<file path="src/rtl/regfile_operand_fetch.sv">
// regfile_operand_fetch: read-side operand fetch for the 8x16 register file.
// Holds one decoded instruction, drives the file's read selects and output
// enable, tracks pending destination writes in a scoreboard, stalls on
// hazards, and hands captured operands to execute over valid/ready.
//
// Optional build macro: REGFILE_OPFETCH_FORWARD_EN
//   defined   - a same-cycle writeback to a source register is forwarded
//               from wb_data, so that source does not stall.
//   undefined - a same-cycle writeback counts as busy; issue waits a cycle.
//
// state  | meaning
// -------+--------------------------------------------------
// S_IDLE | no held instruction, read port disabled
// S_HOLD | instruction in issue register, read port enabled

module regfile_operand_fetch #(
  parameter int DATA_W = 16,
  parameter int SEL_W  = 3,
  parameter int OPC_W  = 8
) (
  input  logic                 clk,
  input  logic                 rst_n,
  input  logic                 in_valid,
  output logic                 in_ready,
  input  logic [OPC_W-1:0]     in_opc,
  input  logic [SEL_W-1:0]     in_src1,
  input  logic [SEL_W-1:0]     in_src2,
  input  logic                 in_use1,
  input  logic                 in_use2,
  input  logic [SEL_W-1:0]     in_dst,
  input  logic                 in_wr,
  output logic [SEL_W-1:0]     rf_sel1,
  output logic [SEL_W-1:0]     rf_sel2,
  output logic                 rf_oe,
  input  logic [DATA_W-1:0]    rf_data1,
  input  logic [DATA_W-1:0]    rf_data2,
  input  logic                 wb_en,
  input  logic [SEL_W-1:0]     wb_sel,
  input  logic [DATA_W-1:0]    wb_data,
  output logic                 ex_valid,
  input  logic                 ex_ready,
  output logic [OPC_W-1:0]     ex_opc,
  output logic [DATA_W-1:0]    ex_op1,
  output logic [DATA_W-1:0]    ex_op2,
  output logic [SEL_W-1:0]     ex_dst,
  output logic                 ex_wr,
  output logic [2**SEL_W-1:0]  busy,
  output logic [15:0]          stall_cnt
);

  localparam int NREG = 2**SEL_W;

  typedef enum logic {S_IDLE = 1'b0, S_HOLD = 1'b1} state_t;

  state_t state_q, state_d;

  // issue register
  logic [OPC_W-1:0] h_opc_q, h_opc_d;
  logic [SEL_W-1:0] h_src1_q, h_src1_d;
  logic [SEL_W-1:0] h_src2_q, h_src2_d;
  logic             h_use1_q, h_use1_d;
  logic             h_use2_q, h_use2_d;
  logic [SEL_W-1:0] h_dst_q, h_dst_d;
  logic             h_wr_q, h_wr_d;

  // execute output register
  logic              ex_valid_q, ex_valid_d;
  logic [OPC_W-1:0]  ex_opc_q, ex_opc_d;
  logic [DATA_W-1:0] ex_op1_q, ex_op1_d;
  logic [DATA_W-1:0] ex_op2_q, ex_op2_d;
  logic [SEL_W-1:0]  ex_dst_q, ex_dst_d;
  logic              ex_wr_q, ex_wr_d;

  logic [NREG-1:0] busy_q, busy_d;
  logic [15:0]     stall_cnt_q, stall_cnt_d;

  logic              hold;
  logic              fire;
  logic              issue;
  logic              hazard;
  logic              haz1, haz2, haz_dst;
  logic [NREG-1:0]   wb_vec;
  logic [NREG-1:0]   busy_now;
  logic [DATA_W-1:0] op1, op2;

  // Writeback in flight this cycle has not reached the file yet, so it is
  // treated as still pending for hazard purposes.
  always_comb begin
    wb_vec   = wb_en ? (NREG'(1) << wb_sel) : '0;
    busy_now = busy_q | wb_vec;
  end

`ifdef REGFILE_OPFETCH_FORWARD_EN
  logic fwd1, fwd2;

  // Source hazards resolved by bypassing the writeback bus.
  always_comb begin
    fwd1    = h_use1_q & wb_en & (wb_sel == h_src1_q);
    fwd2    = h_use2_q & wb_en & (wb_sel == h_src2_q);
    haz1    = h_use1_q & busy_q[h_src1_q] & ~fwd1;
    haz2    = h_use2_q & busy_q[h_src2_q] & ~fwd2;
    op1     = fwd1 ? wb_data : rf_data1;
    op2     = fwd2 ? wb_data : rf_data2;
  end
`else
  // Source hazards including the same-cycle writeback.
  always_comb begin
    haz1    = h_use1_q & busy_now[h_src1_q];
    haz2    = h_use2_q & busy_now[h_src2_q];
    op1     = rf_data1;
    op2     = rf_data2;
  end
`endif

  // Issue/accept decision for the held instruction.
  always_comb begin
    hold    = (state_q == S_HOLD);
    haz_dst = h_wr_q & busy_now[h_dst_q];
    hazard  = hold & (haz1 | haz2 | haz_dst);
    issue   = hold & ~hazard & (~ex_valid_q | ex_ready);
    fire    = in_valid & in_ready;
  end

  // State register and all datapath flops.
  always_ff @(posedge clk) begin
    if (!rst_n) begin
      state_q     <= S_IDLE;
      h_opc_q     <= '0;
      h_src1_q    <= '0;
      h_src2_q    <= '0;
      h_use1_q    <= 1'b0;
      h_use2_q    <= 1'b0;
      h_dst_q     <= '0;
      h_wr_q      <= 1'b0;
      ex_valid_q  <= 1'b0;
      ex_opc_q    <= '0;
      ex_op1_q    <= '0;
      ex_op2_q    <= '0;
      ex_dst_q    <= '0;
      ex_wr_q     <= 1'b0;
      busy_q      <= '0;
      stall_cnt_q <= '0;
    end else begin
      state_q     <= state_d;
      h_opc_q     <= h_opc_d;
      h_src1_q    <= h_src1_d;
      h_src2_q    <= h_src2_d;
      h_use1_q    <= h_use1_d;
      h_use2_q    <= h_use2_d;
      h_dst_q     <= h_dst_d;
      h_wr_q      <= h_wr_d;
      ex_valid_q  <= ex_valid_d;
      ex_opc_q    <= ex_opc_d;
      ex_op1_q    <= ex_op1_d;
      ex_op2_q    <= ex_op2_d;
      ex_dst_q    <= ex_dst_d;
      ex_wr_q     <= ex_wr_d;
      busy_q      <= busy_d;
      stall_cnt_q <= stall_cnt_d;
    end
  end

  // Next-state logic.
  always_comb begin
    state_d = state_q;
    case (state_q)
      S_IDLE:  if (fire) state_d = S_HOLD;
      S_HOLD:  if (issue) state_d = fire ? S_HOLD : S_IDLE;
      default: state_d = S_IDLE;
    endcase
  end

  // FSM outputs: accept handshake and register-file read enable.
  always_comb begin
    in_ready = (state_q == S_IDLE) | issue;
    rf_oe    = (state_q == S_HOLD);
  end

  // Issue register, execute register, scoreboard and stall counter updates.
  always_comb begin
    h_opc_d  = h_opc_q;
    h_src1_d = h_src1_q;
    h_src2_d = h_src2_q;
    h_use1_d = h_use1_q;
    h_use2_d = h_use2_q;
    h_dst_d  = h_dst_q;
    h_wr_d   = h_wr_q;
    if (fire) begin
      h_opc_d  = in_opc;
      h_src1_d = in_src1;
      h_src2_d = in_src2;
      h_use1_d = in_use1;
      h_use2_d = in_use2;
      h_dst_d  = in_dst;
      h_wr_d   = in_wr;
    end

    ex_valid_d = ex_valid_q & ~ex_ready;
    ex_opc_d   = ex_opc_q;
    ex_op1_d   = ex_op1_q;
    ex_op2_d   = ex_op2_q;
    ex_dst_d   = ex_dst_q;
    ex_wr_d    = ex_wr_q;
    if (issue) begin
      ex_valid_d = 1'b1;
      ex_opc_d   = h_opc_q;
      ex_op1_d   = h_use1_q ? op1 : '0;
      ex_op2_d   = h_use2_q ? op2 : '0;
      ex_dst_d   = h_dst_q;
      ex_wr_d    = h_wr_q;
    end

    // Clear first, then set, so a newly issued write stays pending.
    busy_d = busy_q & ~wb_vec;
    if (issue && h_wr_q) busy_d[h_dst_q] = 1'b1;

    stall_cnt_d = stall_cnt_q;
    if (hazard && (stall_cnt_q != 16'hFFFF)) stall_cnt_d = stall_cnt_q + 16'd1;
  end

  assign rf_sel1   = h_src1_q;
  assign rf_sel2   = h_src2_q;
  assign ex_valid  = ex_valid_q;
  assign ex_opc    = ex_opc_q;
  assign ex_op1    = ex_op1_q;
  assign ex_op2    = ex_op2_q;
  assign ex_dst    = ex_dst_q;
  assign ex_wr     = ex_wr_q;
  assign busy      = busy_q;
  assign stall_cnt = stall_cnt_q;

endmodule

</file>
<file path="config.mk">
export PLATFORM = sky130hd
export DESIGN_NAME = regfile_operand_fetch
export DESIGN_NICKNAME = d
export VERILOG_FILES = /design/src/rtl/regfile_operand_fetch.sv
export SDC_FILE = /design/constraint.sdc
export NUM_CORES = 1
export LEC_CHECK = 0
export ABC_AREA = 1
export ABC_CLOCK_PERIOD_IN_PS = 2500
export BUFFER_PORTS_ARGS = -buffer_cell sky130_fd_sc_hd__buf_2
export CORE_AREA = 2 2 160 99
export CTS_BUF_LIST = sky130_fd_sc_hd__clkbuf_4 sky130_fd_sc_hd__clkbuf_8
export CTS_CLUSTER_DIAMETER = 80
export DETAILED_ROUTE_END_ITERATION = 12
export DIE_AREA = 0 0 162 101
export SLEW_MARGIN = 15
export SYNTH_ARGS = -nofsm -noshare
export SYNTH_HDL_FRONTEND = slang
export SYNTH_SLANG_ARGS = --single-unit
</file>
<file path="constraint.sdc">
create_clock -name clk -period 2.5 [get_ports clk]
set_input_delay 0.375 -clock clk [delete_from_list [all_inputs] [get_ports clk]]
set_output_delay 0.375 -clock clk [all_outputs]
set_load 0.01 [all_outputs]
</file>
Yosys cells after proc, flatten, opt, wreduce, memory -nomap -nowiden
Index checks and enable logic that the tools add are counted.
{"block": "totals", "in_bits": 76, "out_inout_bits": 77, "ff_bits": 90, "wordCells": 62}
{"block": "classes", "muxes": 16, "magnitude_cmp": 4, "n_eq_ne": 1, "add_sub_neg": 1, "bitwise": 20, "reduce_logical": 3, "shifts": 1}
{"cell": "two-way mux 16 bit", "count": 2}
{"cell": "adder 16 x 1 -> 16 bit, second input constant", "count": 1}
{"cell": "two-way mux 8 bit", "count": 2}
{"cell": "inequality test 16 bit, second input constant", "count": 1}
{"cell": "bitwise OR 8 bit", "count": 2}
{"cell": "< comparator 3 x 4 -> 1 bit, second input constant", "count": 3}
{"cell": "binary-select mux 1 bit (select 3 bit)", "count": 3}
{"cell": "AND 1 bit", "count": 8}
{"cell": "AND 8 bit", "count": 1}
{"cell": "inverter 8 bit", "count": 1}
{"cell": "left shift 1 x 3 -> 8 bit, first input constant", "count": 1}
{"cell": "two-way mux 1 bit", "count": 7}
{"cell": "inverter 1 bit", "count": 4}
{"cell": "bitwise OR 1 bit", "count": 4}
{"cell": "demux 1 bit (select 3 bit)", "count": 1}
{"cell": "greater-or-equal comparator 3 x 1 -> 1 bit, second input constant", "count": 1}
{"cell": "logical AND 1 bit", "count": 3}
{"cell": "one-hot mux 1 bit (2 select lines)", "count": 1}

Longest topological paths before layout
{"block": "depth", "depth_word": 17, "mapped_depth": 17, "mapped_depth_nobuf": 15}

Least setup slack after synthesis
OpenSTA, ideal clock, no wires.
{"block": "synth_path", "path_type": "reg-to-reg", "startpoint": "register stall_cnt_q[0] (netlist: stall_cnt[0])", "endpoint": "register stall_cnt_q[6] (netlist: stall_cnt[6])", "synth_period_minus_slack_ns": 1.954, "setup_ns": 0.070, "arrival_ns": 1.884, "setup_slack_ns": 0.546, "n_path_buf": 1, "stages_incl_launch_ff": 9, "cell_sequence": "dfxtp_1 -> ha_1 -> nand2_1 -> nor3_1 -> nand4_1 -> nand3_2 -> buf_2 -> nand2_1 -> a21oi_1"}
{"block": "synth_between", "elab_chain_cells": 2, "elab_cells_between_ends": 3, "classes_between": "add/sub (1); eq/ne (1); reduce/logical (1)"}
{"item": "start: declaration", "line": "75", "text": "logic [15:0] stall_cnt_q, stall_cnt_d;"}
{"item": "start signal: assignment", "line": "159", "text": "stall_cnt_q <= stall_cnt_d;"}
{"item": "parallel branches: the longest is 2 deep, another holds adder 16 x 1 -> 16 bit"}
Parallel ways; which one is timed is not known.
A chain may end at the register's enable or synchronous reset.

Final worst setup path
{"block": "layout_path", "startpoint": "register h_dst_q[2]", "endpoint": "output port in_ready"}
{"block": "layout_between", "elab_chain_cells": 9}
{"item": "start: declaration", "line": "63", "text": "logic [SEL_W-1:0] h_dst_q, h_dst_d;"}
{"item": "start signal: assignment", "line": "150", "text": "h_dst_q <= h_dst_d;"}
{"item": "binary-select mux 1 bit (select 3 bit)", "line": "118", "text": "haz_dst = h_wr_q & busy_now[h_dst_q];"}
{"item": "two-way mux 1 bit (implied by the code)", "line": "118"}
{"item": "AND 1 bit", "line": "118"}
{"item": "bitwise OR 1 bit", "line": "119", "text": "hazard = hold & (haz1 | haz2 | haz_dst);"}
{"item": "AND 1 bit", "line": "119"}
{"item": "inverter 1 bit", "line": "120", "text": "issue = hold & ~hazard & (~ex_valid_q | ex_ready);"}
{"item": "AND 1 bit (2 in series)", "line": "120"}
{"item": "bitwise OR 1 bit", "line": "175", "text": "in_ready = (state_q == S_IDLE) | issue;"}
{"item": "end: declaration", "line": "24", "text": "output logic in_ready,"}
Every way passes these cells. The select of a mux whose other input is x is not followed.

==> impl_metrics.yaml <==
drt:
  drtIter0Drc: 344
  dr_wl_met3_um: 896
  drt_first_pass_iters: 4
  viasPerCell: 4.50
  wl_met2_um: 5070
  drc: 0
  wl_met1_um: 7000
  num_vias: 4517
  routed_wl_um: 13000
  highest_layer: "met4"
  wl_per_cell_um: 13.0
  ant_nets: 0
global_route:
  antenna_found_initial: 1
  grt_overflow: 0
  track_usage_pct: 16.0
  grt_pass1_wl_um: 21000
  grt_max_degree: 43
  grt_pass1_vias: 4115
yosys:
  synth_ff_type: "dfxtp_1"
  synth_area_leaders: "dfxtp_1, nand2_1, nor2_1"
  yosysUniqueCellTypes: 29
  synth.net_count: 748
  ys_seq_area_share_pct: 40.9
  synth_edf_count: 0
  avgSynthCellArea_sq_um: 6.56
  syn-instance-count: 671
  synth_area_leader_cell: "dfxtp_1"
  yosysWarnings: 0
  synthArstFlopShare_pct: 0
  synth_area_sq_um: 4400
  ys_ff_latch: 90
  yosysTopAreaCellShare_pct: 40.9
die:
  start_util_pct: 29.4
  die_w_um: 162
  dieArea_sq_um: 16400
  rows: 35
  die_h_um: 101
  io_pins: 153
  core-area_sq_um: 15000
setup_path:
  crit_required_ps: 2120
  critPathCaptureType: "output pin"
  critPathKind: "flop to output pin"
  worst_path_max_delay_cell: "dfxtp_2"
  crit_path_cell_trace: "inv_2 > nor3_2 > nand3_1 > and3_1 > nand3_2 > nand3_4 > o21bai_4 > buf_2"
  worst-path-buf-inv: 2
  cp-start-kind: "flop"
  path_delay_family: "simple AND/OR/NAND/NOR gates"
  max_stage_delay_ps: 430
  cp_data_arrival_time_ps: 1950
  cp_max_fo: 7
placement:
  dp_hpwl_um: 9400
  place.gp.congestion: 0.874
  numPortBuffers: 136
clock_network:
  htreeDepth: 3
  clkTransAtPathRegs_ps: 100
  cts_tree: "yes"
  cts_buffer_depth: 2
  clkLatencyLatePin_ps: 360
  clockRootBuffer: "clkbuf_8"
  cts_sinks: 90
  cts_buffers: 9
cells_and_area:
  syn2layout_area_growth_pct: 25.4
  drive_above_1_share_pct: 23.5
  nets: 872
  finish.utilization_pct: 36.9
sta:
  fin_skew_ps: 13.4
  fmax_mhz: 431
  setup_viol: 0
  relSlewSlack_pct: 46.5
  rsz0062_at_grt: "no"
  fin_crit_ps: 2320
  timing.setup.tns_ps: 0
  worst_pin_slew_ps: 802
  finalMaxSlewViolations: 0
  hold_violations: 0
  fin_hold_ws_ps: 315
  period_share_pct: 92.9
job:
  cap_violations: 0
power:
  ir_worst_vdd_v: 0.000227
  p_leak_nw: 2.63
  power_density_nw_per_um2: 588
  total_power_w: 0.00325
run_status:
  status: "finished clean"
worst_hold_path:
  holdCritPathClass: "input port to flop"
## final timing paths
kind | startpoint | to | slack, ps | depth (start not counted)
setup / recovery | h_dst_q[2]$_SDFFE_PN0P_ | in_ready | 180 | 8
hold reg to reg | ex_wr$_SDFFE_PN0N_ | ex_wr$_SDFFE_PN0N_ | 480 | 2
hold / removal | rf_data2[7] | ex_op2[7]$_SDFFE_PN0N_ | 320 | 5
setup reg to reg | h_dst_q[2]$_SDFFE_PN0P_ | ex_op2[8]$_SDFFE_PN0N_ | 380 | 13
## report_power, final
part           internal, W  leakage (nW)  switching, W  total (W)
Combinational     0.000272          1.81      0.000403   0.000675
Sequential         0.00154         0.739     0.0000783    0.00162
Clock             0.000404        0.0816      0.000551   0.000954
## cells by family after synthesis
family | after synthesis | share of synthesized area [%]
buf+inv | 106 | 10.4
fa+ha+maj | 1 | 0.284
compound gates | 62 | 7.24
flops | 90 | 40.9
xor+xnor | 11 | 2.19
simple gates | 401 | 38.9
## placed cells by master, fill, tap and decap left out, drive strengths merged
master | netlist | final
nand3 | 67 | 67
clkinvlp | 0 | 4
dfxtp | 90 | 90
and3 | 1 | 1
xor2 | 10 | 10
or2 | 1 | 1
clkbuf | 23 | 11
diode | 0 | 1
a21oi | 45 | 45
o21bai | 2 | 2
nand3b | 1 | 1
nor4 | 3 | 3
inv | 65 | 66
nor2 | 124 | 124
o21ai | 15 | 15
buf | 18 | 154
nand4 | 23 | 23
nand2 | 169 | 169
ha | 1 | 1
xnor2 | 1 | 1
nor3 | 12 | 12
## stage by stage
step | cell area (sq um) | setup slack, ps | cells
global route | 5520 | 26.5 | 1003
global placement | 5320 | 203 | 987
detailed placement | 5320 | 187 | 987
finish | 5520 | 178 | 1004
floorplan | 4400 | 546 | 671
CTS | 5500 | 19.8 | 1003
## routing by layer
metal	GRT usage, %	vias up
met5	0	-
met4	3.06	0
met3	4.81	7
met2	22.5	129
met1	23.9	2007
li1	-	2374
## layout make-up
type | instances | area (sq um)
clock buffer | 11 | 145
timing repair buffer | 154 | 866
inverter | 65 | 244
sequential | 90 | 1810
antenna | 1 | 2.50
multi-input combinational | 475 | 2170
tap | 203 | 254
fill | 1691 | 9450
clock inverter | 5 | 38.8
## repair_timing
action                                 CTS  global route
gates resized for setup                  1             7
endpoints found under the hold margin    0             0
setup buffers                            0             0
setup endpoints to repair                1             1
cloned                                   0             0
hold buffers                             0             0
## cells in the mapped netlist (2+ instances only)
cell type  number
buf_2          10
nand2_1       168
xor2_1         10
nor2_1        123
nor3_2          2
buf_6           6
o21ai_0        15
a21oi_1        45
nand4_1        23
nor3_1         10
nand3_1        64
inv_2           2
nor4_1          3
inv_1          63
clkbuf_1       23
nand3_2         2
dfxtp_1        90
## worst min-delay path: cells and delay by family
| family | cells | cell delay (ps) |
|---|---|---|
| and+or+nand+nor | 4 | 180 |
| buffers and inverters | 1 | 90 |
## state kept, by name, indices dropped and copies added (netlist names)
| register | cells |
|---|---|
| busy | 8 |
| ex_dst | 3 |
| ex_op1 | 16 |
| ex_op2 | 16 |
| ex_opc | 8 |
| ex_valid | 1 |
| ex_wr | 1 |
| h_dst_q | 3 |
| h_opc_q | 8 |
| h_use1_q | 1 |
| h_use2_q | 1 |
| h_wr_q | 1 |
| rf_oe | 1 |
| rf_sel1 | 3 |
| rf_sel2 | 3 |
| stall_cnt | 16 |
(Power assumes the default switching activity.)
